[src/rtl/writeback_queue.sv]
// writeback_queue: buffers register-file writebacks from two producers and drains
// at most one write per cycle into the 32x32 register file write port.
//
// Producer A (ALU path) and producer B (multi-cycle/load path) share one ready_o.
// When both fire in the same cycle, A is treated as older and stored first.
// Requests that target r0 are accepted but never stored.
// The head entry is presented combinationally on RegWrite_o/WriteReg_o/WriteData_o,
// and it is popped on the following edge. The register file applies no backpressure.
//
// Optional feature, enabled by the WBQ_FWD_EN macro: a forwarding lookup. It returns
// the youngest pending value for lk_reg_i, searched over the stored entries
// (including the head). With the macro undefined, lk_hit_o and lk_data_o are tied to 0.
//
// Ports:
//   clk_i        clock
//   rst_i        synchronous reset, active low
//   a_valid_i    producer A request
//   a_reg_i      producer A destination register
//   a_data_i     producer A data
//   b_valid_i    producer B request
//   b_reg_i      producer B destination register
//   b_data_i     producer B data
//   ready_o      queue accepts requests this cycle (room for two)
//   RegWrite_o   register file write strobe
//   WriteReg_o   register file write address
//   WriteData_o  register file write data
//   count_o      occupied entries
//   lk_reg_i     forwarding lookup address
//   lk_hit_o     lookup matched a pending entry
//   lk_data_o    data of the youngest matching entry
module writeback_queue #(
  parameter int unsigned DEPTH = 4,
  parameter int unsigned AW    = 5,
  parameter int unsigned DW    = 32
) (
  input  logic                     clk_i,
  input  logic                     rst_i,
  input  logic                     a_valid_i,
  input  logic [AW-1:0]            a_reg_i,
  input  logic [DW-1:0]            a_data_i,
  input  logic                     b_valid_i,
  input  logic [AW-1:0]            b_reg_i,
  input  logic [DW-1:0]            b_data_i,
  output logic                     ready_o,
  output logic                     RegWrite_o,
  output logic [AW-1:0]            WriteReg_o,
  output logic [DW-1:0]            WriteData_o,
  output logic [$clog2(DEPTH):0]   count_o,
  input  logic [AW-1:0]            lk_reg_i,
  output logic                     lk_hit_o,
  output logic [DW-1:0]            lk_data_o
);

  localparam int unsigned PW = $clog2(DEPTH);
  localparam int unsigned CW = PW + 1;

  logic [AW-1:0] reg_q  [DEPTH];
  logic [DW-1:0] data_q [DEPTH];
  logic [PW-1:0] wr_ptr_q, wr_ptr_d;
  logic [PW-1:0] rd_ptr_q, rd_ptr_d;
  logic [CW-1:0] count_q, count_d;

  logic          a_ok, b_ok, deq;
  logic [PW-1:0] b_wr_ptr;
  logic [CW-1:0] enq_cnt;

  // Ready only reflects the registered count, so a full-but-draining queue still
  // stalls producers for one cycle.
  assign ready_o = (count_q <= CW'(DEPTH - 2));

  // r0 requests consume a handshake but are not stored.
  assign a_ok = ready_o & a_valid_i & (a_reg_i != '0);
  assign b_ok = ready_o & b_valid_i & (b_reg_i != '0);
  assign deq  = (count_q != '0);

  // B lands behind A when both are stored, otherwise in A's slot.
  assign b_wr_ptr = wr_ptr_q + PW'(a_ok);
  assign enq_cnt  = CW'(a_ok) + CW'(b_ok);

  always_comb begin
    wr_ptr_d = wr_ptr_q + PW'(enq_cnt);
    rd_ptr_d = rd_ptr_q + PW'(deq);
    count_d  = count_q + enq_cnt - CW'(deq);
  end

  always_ff @(posedge clk_i) begin
    if (!rst_i) begin
      wr_ptr_q <= '0;
      rd_ptr_q <= '0;
      count_q  <= '0;
      for (int i = 0; i < DEPTH; i++) begin
        reg_q[i]  <= '0;
        data_q[i] <= '0;
      end
    end else begin
      wr_ptr_q <= wr_ptr_d;
      rd_ptr_q <= rd_ptr_d;
      count_q  <= count_d;
      if (a_ok) begin
        reg_q[wr_ptr_q]  <= a_reg_i;
        data_q[wr_ptr_q] <= a_data_i;
      end
      if (b_ok) begin
        reg_q[b_wr_ptr]  <= b_reg_i;
        data_q[b_wr_ptr] <= b_data_i;
      end
    end
  end

  assign count_o     = count_q;
  assign RegWrite_o  = deq;
  assign WriteReg_o  = deq ? reg_q[rd_ptr_q]  : '0;
  assign WriteData_o = deq ? data_q[rd_ptr_q] : '0;

`ifdef WBQ_FWD_EN
  logic [PW-1:0] fwd_idx;

  // Walk from the head (oldest) to the tail. Later matches override earlier ones,
  // so the youngest matching entry supplies the data.
  always_comb begin
    lk_hit_o  = 1'b0;
    lk_data_o = '0;
    fwd_idx   = rd_ptr_q;
    for (int unsigned i = 0; i < DEPTH; i++) begin
      fwd_idx = rd_ptr_q + PW'(i);
      if ((CW'(i) < count_q) && (lk_reg_i != '0) && (reg_q[fwd_idx] == lk_reg_i)) begin
        lk_hit_o  = 1'b1;
        lk_data_o = data_q[fwd_idx];
      end
    end
  end
`else
  logic unused_lk_reg;
  assign unused_lk_reg = ^lk_reg_i;
  assign lk_hit_o      = 1'b0;
  assign lk_data_o     = '0;
`endif

endmodule

[config.mk]
export PLATFORM = sky130hd
export DESIGN_NAME = writeback_queue
export DESIGN_NICKNAME = d
export VERILOG_FILES = /design/src/rtl/writeback_queue.sv
export SDC_FILE = /design/constraint.sdc
export NUM_CORES = 1
export LEC_CHECK = 0
export CORE_MARGIN = 3
export CORE_UTILIZATION = 40
export CTS_CLUSTER_DIAMETER = 40
export DETAILED_ROUTE_END_ITERATION = 16
export HOLD_SLACK_MARGIN = 0.15
export PLACE_DENSITY = 0.64
export SLEW_MARGIN = 15
export SYNTH_ARGS = -nofsm -noshare
export SYNTH_HDL_FRONTEND = slang
export SYNTH_SLANG_ARGS = --single-unit
[constraint.sdc]
create_clock -name clk_i -period 5 [get_ports clk_i]
set_input_delay 0.5 -clock clk_i [delete_from_list [all_inputs] [get_ports clk_i]]
set_output_delay 0.5 -clock clk_i [all_outputs]
set_load 0.01 [all_outputs]
==> summary.txt, run 1 <==
Outcome
  • Status: completed

GRT
  • Global route overflow: 0
  • GRT Total Usage: 19.37%
  • Initial antenna violation count: 0
  • Largest net degree at the start of global routing: 45
  • Vias in the first global route: 6,257
  • First-pass GRT wire length: 36.58 mm

Yosys
  • Top_reg_cell synth: edfxtp_1
  • YS warnings: 0
  • Async SR Flop Fraction: 0%
  • Mapped Area: 9258 sq um
  • Avg Inst Size Synth: 12.95 sq um
  • Mapped Cells: 715
  • Synth Register Bits: 155
  • Synth cell types: 35
  • Sequential share of the synthesized area: 49.52%
  • Number of synthesized flops with an enable pin: 148

Placed design
  • # port buffers: 119
  • Setup slack at placement: 0.8974 ns
  • Placed Area: 10,570 sq um
  • Detail Placement HPWL: 14.09 mm
  • Placed cell count: 1,080
  • RD Place Congestion: 0.7736

Timing
  • Setup_tns: 0 ns
  • Final min period: 3.709 ns
  • Final hold vios: 0
  • Final setup viols: 0
  • RSZ-0062 raised after global routing: false
  • Maximum clock frequency: 269.6 MHz
  • Max-slew headroom: 32.20%
  • Final worst path period share: 74.19%
  • PnR worst setup slack: 1.291 ns
  • Slew Viols, Final: 0
  • Worst clock skew: 0.009091 ns
  • Worst-margin pin slew: 1.012 ns

Pwr
  • Leakage: 4.020 nW
  • Peak supply drop: 0.2805 mV
  • PD cells: 491.7 nW/um^2

Clocking
  • Root Buffer: clkbuf_16
  • CTS Buf Count: 17
  • Post_cts resized: 0
  • H-tree levels: 4
  • Hold buffer count at cts: 0
  • Clock latency at the later pin of the worst-skew pair: 0.42 ns
  • Max clock buf depth: 2
  • Postcts setup bufs: 0
  • CTS tree: yes
  • Clk pin slew, worst setup/hold paths: 0.06 ns
  • CTS sink count: 155

Die
  • Row count: 55
  • Die W: 158.1 um
  • Die area: 25,010 sq um
  • Initial Util: 40.77%
  • Chip Height: 158.1 um
  • Core box area: 22,710 sq um
  • Boundary Pins: 158

Setup path
  • FF-to-FF setup slack: 2.31 ns
  • CP required: 5.16 ns
  • Critical Path Sink Type: flip-flop
  • Crit path max fanout: 17
  • Reg2Reg Depth: 8
  • Crit path kind: input pin to flip-flop
  • RR Endpoint: data_q[1][0]$_DFFE_PP_
  • Critical Path Source Type: input pin
  • Reg2reg start: count_o[0]$_SDFF_PN0_
  • Arrival @ worst endpoint: 3.87 ns

Cells and area
  • Final Core Density: 48.92%
  • Area grow syn2layout: 20.00%
  • Filler Cell Count: 2,054
  • Ratio of cells with drive above 1 in the final layout: 26.36%
  • Post-route insts no fill: 1,112
  • Sequential Area: 4592 sq um
  • Final #Nets: 905
  • Fin area: 11,110 sq um
  • ANT cells: 0
  • Area of the multi-input gates: 4150 sq um

Routing
  • Via-per-instance ratio: 5.499
  • Routed length per instance: 21.36 um
  • Vias post-DR: 6,115
  • Final wirelength: 23.75 mm
  • Initial drt markers: 479
  • DRC Markers: 0
  • Pre-Repair DR Iteration Count: 5
  • Final ANT Viol Nets: 0

Hold path
  • Hold Path Stages: 2
  • Worst hold path type: flip-flop to flip-flop
  • Hold_sp: count_o[0]$_SDFF_PN0_
  • Hold endpoint: count_o[0]$_SDFF_PN0_

Flow run
  • MaxCap Viol Count: 0
[metal layers]
metal	track usage (%)	vias to the layer above	part of all wire, %
met5	0	-	0
met4	5.326	0	1.5
met3	3.609	23	6.7
met2	31.41	243	49
met1	26.87	3043	43
li1	-	2806	-
[how the worst max path moves through the flow]
stage / to / start
2_1_floorplan: data_q[0][0]$_DFFE_PP_ / a_reg_i[2]
3_3_place_gp: data_q[2][19]$_DFFE_PP_ / a_reg_i[0]
3_5_place_dp: data_q[1][2]$_DFFE_PP_ / a_reg_i[0]
4_1_cts: data_q[1][0]$_DFFE_PP_ / a_reg_i[0]
5_1_grt: data_q[2][2]$_DFFE_PP_ / a_reg_i[0]
6_report: data_q[1][0]$_DFFE_PP_ / a_reg_i[0]
[registers in the layout (all words and copies together) (netlist names)]
| signal | flops |
|---|---|
| data_q | 128 |
| reg_q | 20 |
| count_o | 3 |
| rd_ptr_q | 2 |
| wr_ptr_q | 2 |
[layout make-up]
type | count | share of cell area [%]
Multi-Input combinational cell | 488 | 37.36
Inverter | 12 | 0.4055
Tap cell | 285 | 3.210
Clock inverter | 14 | 0.9461
Timing Repair Buffer | 140 | 12.88
Sequential cell | 155 | 41.33
Clock buffer | 18 | 3.863
[cell usage after synthesis (2+ instances only)]
cell      count  area, sq um
edfxtp_1    148         4444
mux2_2      115         1295
nor3_1       97        485.5
nand2_1      40        150.1
nor2b_1      39        244.0
buf_4        38        285.3
nor2_1       38        142.6
mux4_2       37        833.3
clkbuf_1     22        82.58
buf_6        21        236.5
mux2i_1      20        200.2
mux2_1       13        146.4
inv_1        12        45.04
nand3_1      12        60.06
buf_2         9        45.04
dfxtp_1       7        140.1
ha_1          7        87.58
xnor2_1       5        43.79
a311o_1       4        40.04
and2_1        4        25.02
and3_1        4        25.02
nor4_2        4        50.05
nand2b_1      3        18.77
nand4_1       3        18.77
buf_1         2        7.510
xor2_1        2        17.52
[cell usage in the layout (no fill, tap or decap), drive strengths merged, types with 12 or more instances in the layout]
master / netlist / layout
nand3: 12 / 12
clkdlybuf4s50: 0 / 118
nor2b: 39 / 39
nand2: 40 / 40
conb: 1 / 33
mux2: 128 / 128
clkbuf: 22 / 18
nor2: 39 / 39
inv: 12 / 13
mux4: 37 / 37
mux2i: 20 / 20
nor3: 97 / 97
buf: 70 / 22
edfxtp: 148 / 148
[kinds of logic after synthesis]
group	count (synthesis)	synth area share, %
other cells	1	0.04051
mux	185	26.73
buf+inv	104	7.582
xor+xnor	7	0.6623
compound gates	6	0.6623
simple gates	249	13.64
fa+ha+maj	8	1.162
flops	155	49.52
[metrics by stage]
step / total power, mW / hold WS, ns
after floorplan: 3.435 / 0.5396
after global placement: 4.300 / 0.6955
after detailed placement: 4.327 / 0.6983
after CTS: 5.522 / 0.7204
after global routing: 5.785 / 0.7761
final: 5.463 / 0.7131
[critical path, stage by stage]
cell and delay [ns]:
clkdlybuf4s50_1 0.51, or4_1 0.61, or2_1 0.31, and3_1 0.24
ha_1 0.23, xor2_1 0.21, nor4_4 0.27, buf_4 0.28
buf_4 0.34, mux2_2 0.37
[power breakdown]
part / switching [mW] / leakage (nW) / internal [mW]
Clock: 0.522 / 0.257 / 0.676
Combinational: 1.11 / 2.16 / 1.12
Sequential: 0.238 / 1.60 / 1.80
Power figures use the tool's default switching activity.
==> inputs of run 2 (changes only) <==
--- a/config.mk
+++ b/config.mk
@@ -10,7 +10,7 @@
 export CTS_CLUSTER_DIAMETER = 40
 export DETAILED_ROUTE_END_ITERATION = 16
 export HOLD_SLACK_MARGIN = 0.15
-export PLACE_DENSITY = 0.64
+export PLACE_DENSITY = 0.66
 export SLEW_MARGIN = 15
 export SYNTH_ARGS = -nofsm -noshare
 export SYNTH_HDL_FRONTEND = slang
==> constraint.sdc (replaced) <==
create_clock -name clk_i -period 3.37 [get_ports clk_i]
set_input_delay 0.337 -clock clk_i [delete_from_list [all_inputs] [get_ports clk_i]]
set_output_delay 0.337 -clock clk_i [all_outputs]
set_load 0.01 [all_outputs]
==> summary.txt, run 2 (synthesis gave the netlist of run 1 again) <==
Hold path
  • Hold_sp: b_data_i[7]
  • Worst hold path type: input pin to flip-flop

Die
  • Core box area: 22,710 sq um
  • Die area: 25,010 sq um
  • Boundary Pins: 158
  • Chip Height: 158.1 um
  • Die W: 158.1 um
  • Initial Util: 40.77%
  • Row count: 55

Pwr
  • PD cells: 732.1 nW/um^2
  • Leakage: 4.173 nW
  • Peak supply drop: 0.5400 mV

Placed design
  • Placed Area: 10,810 sq um
  • Setup slack at placement: -0.1780 ns
  • RD Place Congestion: 0.7542
  • # port buffers: 119
  • Detail Placement HPWL: 14.98 mm
  • Placed cell count: 1,102

Routing
  • Met1 wire length: 10.18 mm
  • Met3 WL: 1.292 mm
  • Final ANT Viol Nets: 0
  • Via-per-instance ratio: 5.429
  • DRC Markers: 0
  • Vias post-DR: 6,151
  • Initial drt markers: 475
  • Met2 WL: 11.58 mm
  • Routed length per instance: 20.72 um
  • Max layer used: met4
  • Final wirelength: 23.47 mm
  • Pre-Repair DR Iteration Count: 6

Setup path
  • Reg2Reg Depth: 7
  • Crit path to: data_q[3][9]$_DFFE_PP_
  • Crit path launch: a_reg_i[2]
  • Crit path kind: input pin to flip-flop
  • RR Endpoint: data_q[3][9]$_DFFE_PP_
  • Critical path depth: 9
  • Critical Path Sink Type: flip-flop
  • CP required: 3.55 ns
  • Crit path max fanout: 9
  • Critical Path Source Type: input pin
  • Bufs and invs on worst path: 2
  • Arrival @ worst endpoint: 3.28 ns
  • Crit-path slowest cell: or4_1
  • Worst path max stage delay: 0.56 ns
  • FF-to-FF setup slack: 0.91 ns
  • CP cell instances: clkdlybuf4s50_1 > or4_1 > or2_1 > and3_1 > ha_1 > xnor2_1 > nor4_4 > buf_4 > mux2_2
  • CP delay by family, top: simple AND/OR/NAND/NOR gates
  • Reg2reg start: count_o[1]$_SDFF_PN0_

Cells and area
  • Commonest non-fill, non-tap cell in the layout: edfxtp_1
  • Ratio of cells with drive above 1 in the final layout: 28.66%
  • Final #Nets: 927
  • Most frequent cells in the layout: edfxtp_1, clkdlybuf4s50_1, mux2_2
  • Fin area: 11,380 sq um
  • Area of the multi-input gates: 4150 sq um
  • Area grow syn2layout: 22.96%
  • Most flop-heavy register: data_q
  • Sequential Area: 4589 sq um
  • Post-route insts no fill: 1,133
  • Filler Cell Count: 1,983
  • Max FFs per register: 128
  • ANT cells: 0
  • Final Core Density: 50.13%

GRT
  • Vias in the first global route: 6,500
  • Global route overflow: 0
  • First-pass GRT wire length: 36.71 mm
  • Initial antenna violation count: 0
  • GRT Total Usage: 19.54%
  • Largest net degree at the start of global routing: 69

Timing
  • Worst-margin pin slew: 1.004 ns
  • Final min period: 3.105 ns
  • PnR worst setup slack: 0.2653 ns
  • Final setup viols: 0
  • Final hold vios: 0
  • Worst clock skew: 0.008452 ns
  • Max-slew headroom: 33.03%
  • RSZ-0062 raised after global routing: false
  • Maximum clock frequency: 322.1 MHz
  • Final worst path period share: 92.13%
  • Slew Viols, Final: 0

Flow run
  • MaxCap Viol Count: 0

Clocking
  • H-tree levels: 4
  • Max clock buf depth: 2
  • CTS tree: yes
  • Hold buffer count at cts: 0
  • Post_cts resized: 0
  • Clk pin slew, worst setup/hold paths: 0.07 ns
  • CTS Buf Count: 17
  • Clock latency at the later pin of the worst-skew pair: 0.43 ns
  • CTS sink count: 155
  • Root Buffer: clkbuf_16
  • Postcts setup bufs: 0

Outcome
  • Status: completed
==> run 2: cell types whose count changed in the layout (fill, tap and decap cells not counted), moves of 3 or more <==
cell | previous run | this run
buf_12 | 7 | 13
buf_4 | 14 | 30
clkinv_1 | 5 | 1
inv_6 | 1 | 4
==> run 2: metrics by stage <==
stage / hold slack, ns / total power, mW / setup TNS (ns)
5_1_grt: 0.6883 / 8.783 / 0
4_1_cts: 0.6563 / 8.423 / 0
6_report: 0.6764 / 8.334 / 0
3_3_place_gp: 0.6738 / 6.500 / -20.55
3_5_place_dp: 0.6766 / 6.540 / -23.85
2_1_floorplan: 0.4587 / 5.096 / -38.54
==> run 2: worst min-delay path by stage <==
stage                                          to  slack, ns  depth (start not counted)
after floorplan             count_o[0]$_SDFF_PN0_       0.46                          1
after global placement      count_o[0]$_SDFF_PN0_       0.67                          2
after detailed placement    count_o[0]$_SDFF_PN0_       0.68                          2
after CTS                  data_q[3][5]$_DFFE_PP_       0.66                          2
after global routing      data_q[3][26]$_DFFE_PP_       0.69                          2
final                      data_q[2][7]$_DFFE_PP_       0.68                          2
==> run 2: final cells by class <==
class,count,area share (%)
repair buffers,162,14.68
clock buffers,18,3.770
multi-input cells,488,36.46
clock inverters,13,1.242
inverters,12,0.3957
flip-flops and latches,155,40.32
well taps,285,3.133
==> run 2: worst reg2reg max path: stages, from the launching register on <==
cell and delay [ns]:
dfxtp_1 0.42, a21oi_2 0.08, and3_1 0.22, ha_1 0.22, xnor2_1 0.21, nor4_4 0.41, buf_4 0.28, mux2_2 0.36
==> run 2: where the power goes <==
group	switching (mW)	leakage, nW	total, mW	internal, mW
registers	0.168	1.60	2.83	2.66
logic	1.86	2.30	3.63	1.77
clock network	0.785	0.275	1.88	1.09
total	2.81	4.17	8.33	5.52
==> run 2: layer usage <==
layer | GRT usage, % | vias to the layer above
li1 | - | 2853
met1 | 25.87 | 3048
met2 | 32.33 | 217
met3 | 3.691 | 33
met4 | 6.800 | 0
met5 | 0 | -
==> inputs of run 3 (changes only) <==
--- a/config.mk
+++ b/config.mk
@@ -5,7 +5,6 @@
 export SDC_FILE = /design/constraint.sdc
 export NUM_CORES = 1
 export LEC_CHECK = 0
-export CORE_MARGIN = 3
 export CORE_UTILIZATION = 40
 export CTS_CLUSTER_DIAMETER = 40
 export DETAILED_ROUTE_END_ITERATION = 16
==> summary.txt, run 3 (synthesis gave the netlist of run 1 again) <==
GRT
  • Busiest grt layer: met2
  • Met3 Track Usage GR: 3.382%
  • Global route overflow: 0
  • First-pass GRT wire length: 36.65 mm
  • Initial antenna violation count: 0
  • Largest net degree at the start of global routing: 39
  • Met2 global-route usage: 34.89%
  • Vias in the first global route: 6,430
  • Met1 usage: 27.13%
  • GRT Total Usage: 20.58%

Setup path
  • Crit-path slowest cell: or4_1
  • Worst path max stage delay: 0.56 ns
  • CP cell instances: clkdlybuf4s50_1 > or4_1 > or2_1 > and3_1 > ha_1 > xor2_1 > nor4_4 > buf_4 > mux2_2
  • Bufs and invs on worst path: 2
  • Arrival @ worst endpoint: 3.28 ns
  • Crit path max fanout: 10
  • Critical Path Sink Type: flip-flop
  • FF-to-FF setup slack: 0.68 ns
  • CP delay by family, top: simple AND/OR/NAND/NOR gates
  • Critical Path Source Type: input pin
  • CP required: 3.53 ns
  • Crit path kind: input pin to flip-flop

Pwr
  • Sw frac: 33.34%
  • Leakage: 4.210 nW
  • PD cells: 733.6 nW/um^2
  • Comb power frac: 42.7%
  • Clock share of power: 22.9%
  • Flop pwr share: 34.4%
  • Total power: 8.408 mW
  • Internal power: 5.604 mW
  • Psw: 2.803 mW
  • Peak supply drop: 0.6224 mV

Routing
  • Vias post-DR: 6,155
  • Initial drt markers: 398
  • Via-per-instance ratio: 5.409
  • Final wirelength: 23.35 mm
  • Routed length per instance: 20.52 um
  • DRC Markers: 0
  • Pre-Repair DR Iteration Count: 4
  • Final ANT Viol Nets: 0

Timing
  • Slew Viols, Final: 0
  • Final setup viols: 0
  • Maximum clock frequency: 321.1 MHz
  • Final hold vios: 0
  • Max-slew headroom: 38.46%
  • Final worst path period share: 92.41%
  • Worst-margin pin slew: 0.9232 ns
  • Final min period: 3.114 ns
  • RSZ-0062 raised after global routing: false
  • Worst clock skew: 0.01407 ns

Clocking
  • Post_cts resized: 0
  • CTS sink count: 155
  • Clock latency at the later pin of the worst-skew pair: 0.42 ns
  • CTS Buf Count: 17
  • H-tree levels: 4
  • Postcts setup bufs: 0
  • Hold buffer count at cts: 0
  • Max clock buf depth: 2
  • Root Buffer: clkbuf_16
  • Clk pin slew, worst setup/hold paths: 0.06 ns
  • CTS tree: yes

Die
  • Die W: 154.1 um
  • Die area: 23,760 sq um
  • Core box area: 22,640 sq um
  • Chip Height: 154.1 um
  • Initial Util: 40.89%
  • Row count: 55
  • Boundary Pins: 158

Cells and area
  • Commonest non-fill, non-tap cell in the layout: edfxtp_1
  • Most frequent cells in the layout: edfxtp_1, clkdlybuf4s50_1, mux2_2
  • Ratio of cells with drive above 1 in the final layout: 29.07%
  • Fin area: 11,460 sq um
  • Max FFs per register: 128
  • ANT cells: 0
  • Final #Nets: 933
  • Area grow syn2layout: 23.80%
  • Most flop-heavy register: data_q

Outcome
  • Status: completed

Placed design
  • Detail Placement HPWL: 14.76 mm
  • # port buffers: 119
  • RD Place Congestion: 0.7335
  • Placed Area: 10,880 sq um

Hold path
  • Worst hold path type: input pin to flip-flop

Flow run
  • MaxCap Viol Count: 0
[run 3: final cells by class]
type	count	area [sq um]
inverter	12	45.04
fill	2005	11180
clock buffer	17	425.4
clock inverter	13	152.6
multi-input combinational	488	4150
sequential	155	4589
tap	285	356.6
timing repair buffer	168	1742
[run 3: metal layers]
| metal | routed length, um | vias up |
|---|---|---|
| met5 | 0 | - |
| met4 | 339 | 0 |
| met3 | 1336 | 23 |
| met2 | 11580 | 213 |
| met1 | 10090 | 3057 |
| li1 | - | 2862 |
[run 3: power by group through the flow]
stage | clock network, mW | logic [mW] | registers (mW)
2_1_floorplan | 0 | 2.31 | 2.79
3_3_place_gp | 0 | 3.60 | 2.92
3_5_place_dp | 0 | 3.63 | 2.94
4_1_cts | 1.95 | 3.65 | 2.90
5_1_grt | 2.02 | 3.87 | 2.94
6_report | 1.93 | 3.59 | 2.89
[run 3: through the flow]
step           worst slack, ns  hold slack (ns)  setup TNS, ns  util (%)  instances
2_1_floorplan          -0.3494           0.4587         -38.54         -        747
3_3_place_gp           -0.1952           0.6764         -31.44     48.07       1108
3_5_place_dp           -0.2177           0.6884         -35.25     48.07       1108
4_1_cts                 0.2313           0.6563              0     50.62       1138
5_1_grt                 0.1075           0.6783              0     50.62       1138
6_report                0.2559           0.6709              0     50.62       1138
[run 3: worst reg2reg max path, stage by stage (launching register included)]
cell	delay [ns]
dfxtp_1	0.41
a21oi_2	0.08
buf_4	0.20
and3_1	0.24
ha_1	0.22
xor2_1	0.20
nor4_4	0.41
buf_4	0.30
mux2_2	0.37
[run 3: path summary, 6_finish.rpt]
check / cells after the start / from / end
setup / recovery: 9 / a_reg_i[2] / data_q[1][14]$_DFFE_PP_
setup reg to reg: 8 / count_o[0]$_SDFF_PN0_ / data_q[1][14]$_DFFE_PP_
hold / removal: 2 / b_data_i[27] / data_q[3][27]$_DFFE_PP_
hold reg to reg: 2 / count_o[0]$_SDFF_PN0_ / count_o[0]$_SDFF_PN0_
